===== src/rtl/bcd_timer_pkg.sv =====
// Shared types, constants and helpers for the BCD countdown timer.
package bcd_timer_pkg;

  typedef enum logic {
    IDLE = 1'b0,
    RUN  = 1'b1
  } state_t;

  localparam logic [3:0] BCD_ZERO = 4'd0;
  localparam logic [3:0] BCD_NINE = 4'd9;

  // Force a nibble back into the decimal range: anything above 9 reads as 9.
  function automatic logic [3:0] bcd_clamp(input logic [3:0] nib);
    return (nib > BCD_NINE) ? BCD_NINE : nib;
  endfunction

endpackage


===== src/rtl/bcd_down_digit.sv =====
// One decade down-counter digit with borrow-in / borrow-out for chaining.
module bcd_down_digit
  import bcd_timer_pkg::*;
(
  input  logic       clk,
  input  logic       rst,
  input  logic       ld,
  input  logic [3:0] ld_val,
  input  logic       bin,
  output logic [3:0] q,
  output logic       bout
);

  // A digit only borrows from the next one up when it is at zero and asked to decrement.
  assign bout = (q == BCD_ZERO) & bin;

  // Load has priority; otherwise decrement on borrow-in, wrapping 0 -> 9.
  always_ff @(posedge clk or posedge rst) begin
    if (rst) begin
      q <= BCD_ZERO;
    end else if (ld) begin
      q <= ld_val;
    end else if (bin) begin
      q <= (q == BCD_ZERO) ? BCD_NINE : q - 4'd1;
    end
  end

endmodule


===== src/rtl/bcd_down_timer.sv =====
// Multi-digit BCD countdown timer: FSM, preset register, expiry detection
// and optional auto-reload around a chain of decade down-counters.
module bcd_down_timer
  import bcd_timer_pkg::*;
#(
  parameter int DIGITS      = 4,
  parameter bit AUTO_RELOAD = 1'b0
) (
  input  logic                clk,
  input  logic                rst,
  input  logic                load,
  input  logic [4*DIGITS-1:0] load_val,
  input  logic                start,
  input  logic                stop,
  input  logic                en,
  output logic [4*DIGITS-1:0] cnt,
  output logic                busy,
  output logic                done
);

  localparam int                CNT_W   = 4 * DIGITS;
  localparam logic [CNT_W-1:0]  CNT_ONE = CNT_W'(1);

  state_t             state_q;
  state_t             state_d;
  logic               done_q;
  logic               done_d;
  logic [CNT_W-1:0]   preset_q;
  logic [CNT_W-1:0]   san_val;
  logic [CNT_W-1:0]   ld_word;
  logic [CNT_W-1:0]   cnt_w;
  logic [DIGITS:0]    borrow;
  logic               is_run;
  logic               expire;
  logic               reload;
  logic               dig_ld;
  logic               unused_top_borrow;

  assign is_run = (state_q == RUN);

  // Expiry is the decrement that would take the count from 1 to 0; load and
  // stop both pre-empt it, so they are masked out here.
  assign expire = is_run & en & ~load & ~stop & (cnt_w == CNT_ONE);
  assign reload = AUTO_RELOAD & expire;

  // Digits take a parallel load either from the (sanitised) input or, on an
  // auto-reload expiry, from the stored preset instead of decrementing to 0.
  assign dig_ld  = load | reload;
  assign ld_word = load ? san_val : preset_q;

  assign borrow[0] = is_run & en & ~stop & ~load;

  // The top digit's borrow-out would mean counting below zero, which the
  // FSM never allows, so it is intentionally left unconsumed.
  assign unused_top_borrow = borrow[DIGITS];

  genvar gi;
  generate
    for (gi = 0; gi < DIGITS; gi++) begin : g_digit
      assign san_val[4*gi +: 4] = bcd_clamp(load_val[4*gi +: 4]);

      bcd_down_digit u_digit (
        .clk    (clk),
        .rst    (rst),
        .ld     (dig_ld),
        .ld_val (ld_word[4*gi +: 4]),
        .bin    (borrow[gi]),
        .q      (cnt_w[4*gi +: 4]),
        .bout   (borrow[gi+1])
      );
    end
  endgenerate

  // Preset register: captures the sanitised load value for later reloads.
  always_ff @(posedge clk or posedge rst) begin
    if (rst) begin
      preset_q <= '0;
    end else if (load) begin
      preset_q <= san_val;
    end
  end

  // State and done-pulse registers.
  always_ff @(posedge clk or posedge rst) begin
    if (rst) begin
      state_q <= IDLE;
      done_q  <= 1'b0;
    end else begin
      state_q <= state_d;
      done_q  <= done_d;
    end
  end

  // Next state and done pulse; priority is load > stop > start > en.
  always_comb begin
    state_d = state_q;
    done_d  = 1'b0;
    if (load) begin
      state_d = IDLE;
    end else if (stop) begin
      state_d = IDLE;
    end else if (state_q == IDLE) begin
      if (start) begin
        if (cnt_w != '0) begin
          state_d = RUN;
        end else begin
          done_d = 1'b1;
        end
      end
    end else if (expire) begin
      done_d = 1'b1;
      if (!AUTO_RELOAD) begin
        state_d = IDLE;
      end
    end
  end

  assign cnt  = cnt_w;
  assign busy = is_run;
  assign done = done_q;

endmodule


===== config.mk =====
export PLATFORM = sky130hd
export DESIGN_NAME = bcd_down_timer
export DESIGN_NICKNAME = d
export VERILOG_FILES = /design/src/rtl/bcd_timer_pkg.sv /design/src/rtl/bcd_down_digit.sv /design/src/rtl/bcd_down_timer.sv
export SDC_FILE = /design/constraint.sdc
export NUM_CORES = 1
export LEC_CHECK = 0
export BUFFER_PORTS_ARGS = -buffer_cell sky130_fd_sc_hd__buf_2
export CORE_MARGIN = 5
export CORE_UTILIZATION = 35
export CTS_CLUSTER_DIAMETER = 150
export DETAILED_ROUTE_END_ITERATION = 12
export GPL_ROUTABILITY_DRIVEN = 0
export PLACE_DENSITY_LB_ADDON = 0.3
export SLEW_MARGIN = 10
export SYNTH_ARGS = -nofsm -noshare
export SYNTH_HDL_FRONTEND = slang
export SYNTH_SLANG_ARGS = --single-unit

===== constraint.sdc =====
create_clock -name clk -period 1.9 [get_ports clk]
set_input_delay 0.38 -clock clk [delete_from_list [all_inputs] [get_ports clk]]
set_output_delay 0.38 -clock clk [all_outputs]
set_load 0.005 [all_outputs]

## After elaboration in Yosys (flattened, before gate mapping)

Cells that the tools add are included.

- Reduce and logical (&&, ||, !) cells: 9
- Eq/ne operators: 1
- Muxes and demuxes: 28
- Add/subtract/negate cells: 4
- Bitwise operators: 11
- Order comparisons: 4

Operator list:

| kind | number |
|---|---|
| $mux W4 | 16 |
| $eq A16 B1 Y1 const B | 1 |
| $gt A4 B4 Y1 const B | 4 |
| $logic_not A4 Y1 | 4 |
| $reduce_bool A16 Y1 | 1 |
| $sub A4 B1 Y4 const B | 4 |
| $mux W1 | 12 |
| $and A1 B1 Y1 | 9 |
| $reduce_bool A2 Y1 | 4 |
| $not A1 Y1 | 2 |

- Bits in registers: 18
- Input port bits: 22
- Logic and storage cells: 63

## Logic depth before layout (Yosys ltp)

Gate-level depths: netlist (run 1).

- Depth after elaboration: 8
- Mapped depth: 5
- Gate-level depth less buffers: 4

## Modules after synthesis

A second synthesis (run 1) with hierarchy kept.

- Cell total of the unflattened synthesis: 176
- Area total of the unflattened synthesis: 1724.2 µm²

Modules (own cells, without submodules):

| module | area an instance (µm²) | instances | cells an instance |
|---|---|---|---|
| bcd_down_digit | 226.5 | 4 | 23 |
| bcd_down_timer | 818.3 | 1 | 84 |

## Least setup slack after synthesis (run 1)

OpenSTA, ideal clock, no wires.

- Path kind: register to register
- Start: reg g_digit[1].u_digit.q[0]
- End: reg g_digit[1].u_digit.q[3]
- Period minus slack after synthesis: 1.753 ns
- Stages on the path, launching flop included: 5
- Arrival: 1.629 ns
- Setup time: 0.125 ns
- Setup slack: 0.147 ns
- Path through: dfrtp_1 or4_4 nor4_1 xor2_1 mux2_2

- Word-level cells in the longest chain between the ends: 4
- Elaborated cells on any way between the ends: 5
- Classes of those cells: add/sub (1); mux (3); reduce/logical (1)

RTL lines:

| what | line | RTL |
|---|---|---|
| start, declared | bcd_down_digit.sv:10 | `output logic [3:0] q,` |
| start signal, assigned | bcd_down_digit.sv:22 | `q <= ld_val;` |
| start signal, assigned | bcd_down_digit.sv:24 | `q <= (q == BCD_ZERO) ? BCD_NINE : q - 4'd1;` |
| $sub A4 B1 Y4 / $logic_not A4 Y1 (equally long branches) | bcd_down_digit.sv:24 |  |
| $mux W4 (*) | bcd_down_digit.sv:24 |  |
| $mux W4 (*) | bcd_down_digit.sv:23 | `end else if (bin) begin` |
| $mux W4 (*) | bcd_down_digit.sv:21 | `end else if (ld) begin` |

Every way passes the cells marked *; elsewhere a longest branch is shown, timed or not. The select of a mux whose other input is x is not followed.
A chain may end at the register's enable or synchronous reset.

## Worst setup path in the final report (run 1)

- Start: reg g_digit[1].u_digit.q[0]
- End: reg g_digit[3].u_digit.q[2]

- Word-level cells in the longest chain between the ends: 4

RTL lines:

| what | line | RTL |
|---|---|---|
| $logic_not A4 Y1 | bcd_down_digit.sv:15 | `assign bout = (q == BCD_ZERO) & bin;` |
| $and A1 B1 Y1 (2 in series) | bcd_down_digit.sv:15 |  |
| $reduce_bool A2 Y1 (no line) | n/a |  |
| end signal, assigned | bcd_down_digit.sv:22 |  |
| end signal, assigned | bcd_down_digit.sv:24 |  |
| end, declared | bcd_down_digit.sv:10 |  |

No other way between the ends.

==> impl_metrics.tcl, run 1 <==
set metrics [dict create \
    status "complete, no violations" \
    dieArea_um2 4320 \
    fillers 310 \
    synth_seq_cells 18 \
    layout_common_cells "39 x buf_2, 18 x dfrtp_1, 16 x o21ai_0" \
    pin_count 40 \
    post-route-min-period_ns 1.78 \
    seqCellArea_um2 450 \
    gr-total-overflow 0 \
    maxUsedRoutingLayer "met4" \
    dpl_worst_slack_ns 0.0559 \
    p_int_w 0.000637 \
    clock_skew_ns 0.00747 \
    insertion_delay_ns 0.30 \
    cts_setup_buffers 0 \
    design_area_um2 1440 \
    r2r-start "g_digit[1].u_digit.q[0]$_DFFE_PP0P_" \
    hold_viol_final 0 \
    root_buffer "clkbuf_4" \
    cts.sinks 18 \
    worstPathArrival_ns 2.02 \
    wl_met2_um 1390 \
    regToRegEndpoint "g_digit[3].u_digit.q[2]$_DFFE_PP0P_" \
    core_um2 3030 \
    synth.top_cell.area_share_pct 41.4 \
    routedWlPerCell_um 13.4 \
    max_cap_violations 0 \
    postCtsHoldBufs 0 \
    grt_pass1_vias 1092 \
    synthCells 122 \
    power.share.clock_pct 26.9 \
    whs_ns 0.170 \
    multiInputGateArea_um2 608 \
    placed_cell_area_um2 1400 \
    start_util_pct 35.9 \
    totalWireLength_um 2890 \
    ctsResizeCount 0 \
    fin_ws_ns 0.116 \
    drc_errors 0 \
    diodes 0 \
    drive_gt1_share_pct 34.5 \
    crit_type "reg2reg" \
    die-height_um 65.7 \
    grt_start_max_net_pins 19 \
    antenna_found_initial 0 \
    fin_util_pct 47.6 \
    clockBufferDepth 2 \
    rows 20 \
    ys_types 38 \
    grt_pass1_wl_um 4690 \
    fmax_mhz 560 \
    crit_fanout 4 \
    final_antenna_net_count 0 \
    met3_wirelength_um 180 \
    syn_avg_cell_area_um2 8.91 \
    yosys.area.top_type "dfrtp_1" \
    peakVddDrop_uv 349 \
    synthTopCellsByArea "dfrtp_1 41%, o21ai_0 7.4%, nor2_1 4.8%" \
    yosys_warnings 0 \
    final_common_cell "buf_2" \
    area_growth_pct 32.7 \
    startpoint "g_digit[1].u_digit.q[0]$_DFFE_PP0P_" \
    reg2reg_slack_ns 0.12 \
    dieWidth_um 65.7 \
    portBuffers 39 \
    combPwrFrac_pct 22.8 \
    synthesis.area_um2 1090 \
    dp_hpwl_um 2190 \
    vias 1141 \
    drt_iter0_drc 40 \
    fin_nets 194 \
    h-tree-depth 1 \
    tightest_slew_ns 0.719 \
    viasPerCell 5.31 \
    slew_violations 0 \
    reg2reg_depth 4 \
    synth_nets 144 \
    cp-start-kind "register" \
    seq_area_frac_synth_pct 41.4 \
    cp.required_ns 2.13 \
    cp-endpoint "g_digit[3].u_digit.q[2]$_DFFE_PP0P_" \
    powerDensity_nw_per_um2 636 \
    power_frac_seq_pct 50.4 \
    endpoint_kind "register" \
    track_usage_pct 13.8 \
    numCtsBuffers 3 \
    wl_met1_um 1300 \
    min_period_over_period_pct 93.9 \
    slew_headroom_pct 52.0 \
    hp-class "in2async" \
    p_sw_w 0.000281 \
    p_leak_nw 0.656 \
    swShare_pct 30.6 \
    drt_pass1_iterations 4 \
    cts_tree "done" \
    setup_viol 0 \
    clk_pin_slew_ns 0.11 \
]
[synthesized netlist by cell type]
master      n
a21o_1      1
a21oi_1     6
a31oi_1     5
a32oi_1     2
and3_1      1
and4b_1     1
and4bb_1    1
buf_2       1
clkbuf_1    4
dfrtp_1    18
inv_1       4
mux2_2      1
mux2i_1     2
nand2_1     8
nand3_1     1
nand3b_1    1
nand4_1     2
nand4_2     1
nand4b_1    1
nand4bb_1   1
nor2_1     14
nor2b_1     1
nor3_1      4
nor4_1      5
nor4_4      1
o211ai_1    1
o21a_1      2
o21ai_0    16
o221ai_1    1
o31a_1      2
o31ai_1     2
o41ai_1     1
or3_1       1
or4_1       4
or4_4       1
or4b_1      1
xnor2_1     2
xor2_1      1
[through the flow]
step | TNS (ns) | power, W | cells
3_5_place_dp | 0 | 0.000678 | 211
3_3_place_gp | 0 | 0.000670 | 211
6_report | 0 | 0.000917 | 215
4_1_cts | 0 | 0.000928 | 215
2_1_floorplan | 0 | 0.000567 | 122
5_1_grt | -0.000190 | 0.000974 | 215
[registers in the layout, indices dropped and copies added, names as in the netlist]
signal	count
g_digit.u_digit.q	16
busy	1
done	1
[routing by layer]
metal,GRT usage (%),vias to the layer above
met1,16.6,537
met4,3.11,0
met3,4.62,2
li1,-,570
met2,23.7,32
met5,0,-
[cell type report]
type                            count  share of cell area [%]
Clock buffer                        4                    2.52
Tap cell                           44                    3.82
Inverter                            4                    1.04
Timing Repair Buffer               50                    19.3
Multi-Input combinational cell     95                    42.2
Sequential cell                    18                    31.2
[power groups by stage]
stage          Clock (W)  Sequential [W]  Combinational (W)
5_1_grt         0.000271        0.000469           0.000233
6_report        0.000246        0.000462           0.000209
4_1_cts         0.000257        0.000461           0.000210
3_3_place_gp           0        0.000466           0.000204
2_1_floorplan          0        0.000469          0.0000984
3_5_place_dp           0        0.000469           0.000209
[logic make-up (layout without fill, tap and decap cells)]
logic type	Yosys count	in the layout	synth area share [%]
simple gates	50	50	28.1
mux	3	3	2.88
buf+inv	9	58	3.22
flops	18	18	41.4
compound gates	39	39	22.0
xor+xnor	3	3	2.42
[worst max-delay path, stage by stage (launching register included)]
cell	delay, ns
dfrtp_1	0.47
nor4_4	0.37
nand4b_1	0.20
or4_1	0.50
a31oi_1	0.18
[worst min path at each step]
stage / startpoint / endpoint / slack (ns) / cells after the start
2_1_floorplan: rst / busy$_DFF_PP0_ / 0.32 / 1
3_5_place_dp: rst / g_digit[3].u_digit.q[3]$_DFFE_PP0P_ / 0.54 / 2
5_1_grt: rst / g_digit[3].u_digit.q[2]$_DFFE_PP0P_ / 0.24 / 2
6_report: rst / done$_DFF_PP0_ / 0.17 / 2
4_1_cts: rst / g_digit[3].u_digit.q[3]$_DFFE_PP0P_ / 0.20 / 2
3_3_place_gp: rst / g_digit[3].u_digit.q[3]$_DFFE_PP0P_ / 0.54 / 2
Note: power is estimated with default switching activity, not from simulation.
==> run 2: changes to the inputs <==
--- a/config.mk
+++ b/config.mk
@@ -7,7 +7,7 @@
 export LEC_CHECK = 0
 export BUFFER_PORTS_ARGS = -buffer_cell sky130_fd_sc_hd__buf_2
 export CORE_MARGIN = 5
-export CORE_UTILIZATION = 35
+export CORE_UTILIZATION = 48
 export CTS_CLUSTER_DIAMETER = 150
 export DETAILED_ROUTE_END_ITERATION = 12
 export GPL_ROUTABILITY_DRIVEN = 0
==> run 2 against run 1 <==
  * The flow now finishes with violations (negative setup slack)
  * Clock skew down 0.0031 ns
  * Via count up 2.3%
  * Die area down 23%
  * Sequential share of layout area up 0.87 points
  * Wire length up 0.87%
  * Worst setup slack worse by 0.20 ns
  * Sequential power about the same
  * Critical path depth unchanged
  * Largest power group unchanged
==> impl_metrics.tcl, run 2 (synthesized netlist as in run 1, its figures left out) <==
set metrics [dict create \
    diodes 0 \
    totalWireLength_um 2910 \
    die-height_um 57.6 \
    drive_gt1_share_pct 34.9 \
    insertion_delay_ns 0.29 \
    core_um2 2190 \
    numCtsBuffers 3 \
    reg2reg_depth 4 \
    path_delay_family "simple AND/OR/NAND/NOR gates" \
    pin_count 40 \
    status "finished with violations" \
    viasPerCell 5.92 \
    combPwrFrac_pct 22.6 \
    clockBufferDepth 2 \
    max_cap_violations 0 \
    swShare_pct 30.4 \
    regMostFlops "g_digit.u_digit.q" \
    path_cells "or4_4 -> nor4_1 -> xor2_1 -> mux2_2" \
    cp-start-kind "register" \
    final_common_cell "buf_2" \
    h-tree-depth 1 \
    cts_tree "done" \
    p_leak_nw 0.647 \
    slowest_delay_ns 0.56 \
    power.share.clock_pct 26.5 \
    fin_ws_ns -0.0814 \
    grt_pass1_wl_um 4730 \
    endpoint_kind "register" \
    rsz0062_at_grt "yes" \
    root_buffer "clkbuf_4" \
    final_antenna_net_count 0 \
    worst-path-buf-inv 0 \
    post-route-min-period_ns 1.98 \
    antenna_found_initial 0 \
    clk_pin_slew_ns 0.11 \
    r2r-start "g_digit[1].u_digit.q[0]$_DFFE_PP0P_" \
    p_int_w 0.000635 \
    hp-class "in2async" \
    setup_viol 1 \
    dp_hpwl_um 2170 \
    slowest_stage "or4_4" \
    grt_start_max_net_pins 19 \
    fin_nets 192 \
    powerDensity_nw_per_um2 646 \
    slew_violations 0 \
    slew_headroom_pct 52.9 \
    postCtsHoldBufs 0 \
    peakVddDrop_uv 561 \
    drc_errors 0 \
    dieArea_um2 3320 \
    whs_ns 0.175 \
    fin_tns_setup_ns -0.0814 \
    cp.required_ns 2.09 \
    drt_pass1_iterations 4 \
    crit_type "reg2reg" \
    rows 17 \
    crit_fanout 3 \
    layout_common_cells "39 x buf_2, 16 x o21ai_0, 16 x dfrtp_1" \
    worstPathArrival_ns 2.17 \
    start_util_pct 49.6 \
    regToRegEndpoint "g_digit[1].u_digit.q[3]$_DFFE_PP0P_" \
    failed_checks "negative setup slack" \
    cts.sinks 18 \
    fmax_mhz 505 \
    gr-total-overflow 0 \
    reg2reg_slack_ns -0.08 \
    dieWidth_um 57.6 \
    clock_skew_ns 0.00437 \
    tightest_slew_ns 0.706 \
    hold_viol_final 0 \
    drt_iter0_drc 35 \
    area_growth_pct 29.8 \
    routedWlPerCell_um 14.8 \
    vias 1167 \
    track_usage_pct 18.0 \
    portBuffers 39 \
    power_frac_seq_pct 50.9 \
    min_period_over_period_pct 104 \
    grt_pass1_vias 1072 \
    largest_reg_flops 16 \
    total_power_w 0.000912 \
    p_sw_w 0.000277 \
]
==> run 2: changes by cell type in the layout (fill, tap and decap cells not counted), sizes merged <==
cell	previous run	this run
buf	50	48
==> run 2: stage by stage <==
stage                     cell area (µm²)  setup WS [ns]  utilization (%)  cells
after floorplan                      1090          0.147                -    122
after global placement               1350          0.134             61.6    191
after detailed placement             1350         0.0536             61.6    191
after CTS                            1390        0.00675             63.3    195
after global routing                 1410        -0.0838             64.4    197
final                                1410        -0.0814             64.4    197
==> run 2: per-layer routing <==
metal  GRT usage, %  part of all wire [%]  up-vias  routed length [µm]
li1               -                     -      565                   -
met1           21.5                    39      552                1140
met2           30.6                    52       44                1520
met3           4.98                   7.4        6                 215
met4           6.62                   1.4        0                  42
met5              0                     0        -                   0
==> run 2: repair_timing <==
action / CTS / global route
setup buffers: 0 / 2
resized for setup: 0 / 3
setup endpoints to repair: 0 / 5
==> run 2: area by class of cell <==
type | instances | area [µm²]
inverter | 4 | 15.0
sequential | 18 | 453
timing repair buffer | 48 | 263
tap | 28 | 35.0
clock buffer | 4 | 36.3
fill | 185 | 779
multi-input combinational | 95 | 609
==> run 2: worst max path at each step <==
stage / to / cells past startpoint / start
2_1_floorplan: g_digit[1].u_digit.q[3]$_DFFE_PP0P_ / 4 / g_digit[1].u_digit.q[0]$_DFFE_PP0P_
3_3_place_gp: g_digit[1].u_digit.q[3]$_DFFE_PP0P_ / 4 / g_digit[1].u_digit.q[0]$_DFFE_PP0P_
3_5_place_dp: g_digit[1].u_digit.q[3]$_DFFE_PP0P_ / 4 / g_digit[1].u_digit.q[0]$_DFFE_PP0P_
4_1_cts: g_digit[1].u_digit.q[3]$_DFFE_PP0P_ / 4 / g_digit[1].u_digit.q[0]$_DFFE_PP0P_
5_1_grt: g_digit[1].u_digit.q[3]$_DFFE_PP0P_ / 4 / g_digit[1].u_digit.q[0]$_DFFE_PP0P_
6_report: g_digit[1].u_digit.q[3]$_DFFE_PP0P_ / 4 / g_digit[1].u_digit.q[0]$_DFFE_PP0P_
==> run 2: power groups by stage <==
stage	Clock (W)	Combinational [W]	Sequential [W]
after floorplan	0	0.0000984	0.000469
after global placement	0	0.000190	0.000468
after detailed placement	0	0.000196	0.000471
after CTS	0.000247	0.000197	0.000463
after global routing	0.000267	0.000231	0.000471
final	0.000242	0.000206	0.000464
==> run 2: worst register-to-register path: stages (launching register included) <==
cell and delay, ns:
dfrtp_2 0.45, or4_4 0.56, nor4_1 0.46, xor2_1 0.12
mux2_2 0.28
==> run 3: changes to the inputs <==
--- a/config.mk
+++ b/config.mk
@@ -5,13 +5,15 @@
 export SDC_FILE = /design/constraint.sdc
 export NUM_CORES = 1
 export LEC_CHECK = 0
+export ABC_AREA = 1
 export BUFFER_PORTS_ARGS = -buffer_cell sky130_fd_sc_hd__buf_2
 export CORE_MARGIN = 5
-export CORE_UTILIZATION = 48
+export CORE_UTILIZATION = 50
 export CTS_CLUSTER_DIAMETER = 150
 export DETAILED_ROUTE_END_ITERATION = 12
 export GPL_ROUTABILITY_DRIVEN = 0
 export PLACE_DENSITY_LB_ADDON = 0.3
+export RECOVER_POWER = 100
 export SLEW_MARGIN = 10
 export SYNTH_ARGS = -nofsm -noshare
 export SYNTH_HDL_FRONTEND = slang
==> run 3 against run 2 <==
  * The run now ends clean
  * Worst setup slack better by 0.48 ns
  * Global-route usage down 2.3 points
  * Critical path depth up 3
  * Clock power down 22%
  * Count of clock-buffer cells in the layout down 1
  * Synthesized cell count up 49%
  * Die area up 8.9%
  * Core utilization down 3.9 points
  * Register-to-register slack better by 0.48 ns
  * Sequential share of layout area down 1.5 points
  * Maximum frequency up 32%
  * Via count up 3.9%
  * Largest cell class unchanged
==> impl_metrics.tcl, run 3 <==
set metrics [dict create \
    maxUsedRoutingLayer "met4" \
    clock_skew_ns 0.00112 \
    setup_viol 0 \
    combPwrFrac_pct 34.9 \
    tightest_slew_ns 0.696 \
    reg2reg_depth 7 \
    area_growth_pct 17.2 \
    placed_cell_area_um2 1490 \
    power.share.clock_pct 17.4 \
    cpMostUsedCell "nand2_1" \
    fin_nets 246 \
    totalWireLength_um 2590 \
    drc_errors 0 \
    diodes 0 \
    routedWlPerCell_um 10.3 \
    layout_common_cells "60 x nand2_1, 34 x buf_2, 24 x nor2_1" \
    ctsResizeCount 0 \
    yosys_warnings 0 \
    dp_hpwl_um 2080 \
    power_frac_seq_pct 47.7 \
    min_period_over_period_pct 78.9 \
    ys_top_cells_by_count "57 x nand2_1, 22 x nor2_1, 20 x inv_1, 18 x dfrtp_1, 14 x nand3_1" \
    crit_type "reg2reg" \
    synth_seq_cells 18 \
    design_area_um2 1470 \
    max_cap_violations 0 \
    synthTopCellsByArea "dfrtp_1 36%, nand2_1 17%, nor2_1 6.6%" \
    post-route-min-period_ns 1.50 \
    worstPathArrival_ns 1.72 \
    gr-total-overflow 0 \
    postCtsHoldBufs 0 \
    slew_headroom_pct 53.6 \
    seq_area_frac_synth_pct 35.9 \
    h-tree-depth 1 \
    p_sw_w 0.000407 \
    async_reset_ff_share_pct 100 \
    wl_met2_um 1200 \
    synth_nets 204 \
    grt_pass1_wl_um 4400 \
    rsz0062_at_grt "no" \
    clk_pin_slew_ns 0.10 \
    crit_fanout 6 \
    final_common_cell "nand2_1" \
    cts.sinks 18 \
    slowest_stage "dfrtp_1" \
    numCtsBuffers 3 \
    syn_avg_cell_area_um2 6.90 \
    fmax_mhz 667 \
    rows 18 \
    drt_pass1_iterations 5 \
    dieWidth_um 60.1 \
    grt_pass1_vias 1103 \
    synthesis.area_um2 1250 \
    met3_wirelength_um 135 \
    core_um2 2430 \
    endpoint_kind "register" \
    regMostFlops "g_digit.u_digit.q" \
    ys.flop_type "dfrtp_1" \
    cp.required_ns 2.12 \
    drt_iter0_drc 81 \
    pin_count 40 \
    wl_met1_um 1230 \
    hp-class "in2async" \
    peakVddDrop_uv 455 \
    track_usage_pct 15.8 \
    ys_types 25 \
    largest_reg_flops 16 \
    synth.most_common_cell "nand2_1" \
    dieArea_um2 3610 \
    p_int_w 0.000676 \
    synth.top_cell.area_share_pct 35.9 \
    die-height_um 60.1 \
    clockBufferDepth 2 \
    slowest_delay_ns 0.44 \
    swShare_pct 37.6 \
    status "complete, no violations" \
    cts_setup_buffers 0 \
    insertion_delay_ns 0.29 \
    fin_tns_setup_ns 0 \
    yosys.area.top_type "dfrtp_1" \
    final_antenna_net_count 0 \
    antenna_found_initial 0 \
    start_util_pct 51.6 \
    grt_start_max_net_pins 19 \
    fillers 249 \
    viasPerCell 4.81 \
    drive_gt1_share_pct 22.5 \
    root_buffer "clkbuf_4" \
    synthCells 182 \
    powerDensity_nw_per_um2 736 \
    slew_violations 0 \
    cp-start-kind "register" \
    path_cells "nor2_1 -> nand2_4 -> nor2_8 -> nand3_1 -> nand2_1 -> nand2_1 -> o21ai_2" \
    hold_viol_final 0 \
    cts_tree "done" \
    portBuffers 39 \
    p_leak_nw 0.871 \
    vias 1212 \
    synth_edf_count 0 \
]
run 3: cell types whose count changed in the layout (fill, tap and decap cells not counted), moves of 3 or more:
cell,before,now
nand2_1,8,60
inv_1,4,22
nand3_1,1,15
nor2_1,14,24
buf_4,9,0
buf_2,39,34
clkbuf_1,0,5
nor4_1,5,0
nor3_1,4,0
or4_1,4,0
a21oi_1,6,3
nand2_4,0,3
o21ai_0,16,13
o21ai_2,0,3
run 3: final timing paths:
path / startpoint / endpoint / slack [ns]
hold reg to reg: g_digit[2].u_digit.q[1]$_DFFE_PP0P_ / g_digit[2].u_digit.q[1]$_DFFE_PP0P_ / 0.52
min in group clk: load_val[0] / g_digit[0].u_digit.q[0]$_DFFE_PP0P_ / 0.35
max in group asynchronous: rst / g_digit[3].u_digit.q[3]$_DFFE_PP0P_ / 1.28
hold / removal: rst / g_digit[0].u_digit.q[1]$_DFFE_PP0P_ / 0.18
setup / recovery: g_digit[0].u_digit.q[2]$_DFFE_PP0P_ / g_digit[3].u_digit.q[0]$_DFFE_PP0P_ / 0.40
setup reg to reg: g_digit[0].u_digit.q[2]$_DFFE_PP0P_ / g_digit[3].u_digit.q[0]$_DFFE_PP0P_ / 0.40
run 3: metrics by stage:
stage | std cells | total power (W) | setup slack (ns) | util (%) | hold WS (ns)
floorplan | 182 | 0.000782 | 0.675 | - | 0.319
global placement | 249 | 0.000918 | 0.444 | 61.3 | 0.502
detailed placement | 249 | 0.000919 | 0.418 | 61.3 | 0.500
CTS | 252 | 0.00111 | 0.589 | 62.2 | 0.201
global route | 252 | 0.00117 | 0.250 | 60.5 | 0.238
finish | 252 | 0.00108 | 0.401 | 60.5 | 0.183
run 3: kinds of logic (layout without fill, tap and decap cells):
family,Yosys count,in the layout,synth area share (%)
and+or+nand+nor,107,107,40.7
AOI/OAI and AO/OA,28,28,13.3
buffers and inverters,27,67,8.77
DFF,18,18,35.9
xor gates and xnor gates,2,2,1.40
run 3: final cells by class:
type	count	area [µm²]	share of cell area [%]
multi-input cells	137	659	44.8
flip-flops and latches	18	450	30.6
repair buffers	40	209	14.2
inverters	24	92.6	6.29
well taps	30	37.5	2.55
clock buffers	3	22.5	1.53
run 3: per-layer routing:
layer,GRT usage [%],up-vias
met3,2.59,4
met4,6.01,0
li1,-,662
met1,19.6,519
met5,0,-
met2,27.0,27
run 3: power groups by stage:
| stage | registers (W) | clock network [W] | logic, W |
|---|---|---|---|
| 2_1_floorplan | 0.000522 | 0 | 0.000260 |
| 3_3_place_gp | 0.000525 | 0 | 0.000393 |
| 3_5_place_dp | 0.000523 | 0 | 0.000396 |
| 4_1_cts | 0.000517 | 0.000196 | 0.000397 |
| 5_1_grt | 0.000531 | 0.000204 | 0.000436 |
| 6_report | 0.000516 | 0.000188 | 0.000378 |
run 3: critical path: cells and delay by family (launching register included):
kind | cells | cell delay (ns)
and+or+nand+nor | 6 | 0.94
AOI/OAI and AO/OA | 1 | 0.06
DFF | 1 | 0.44
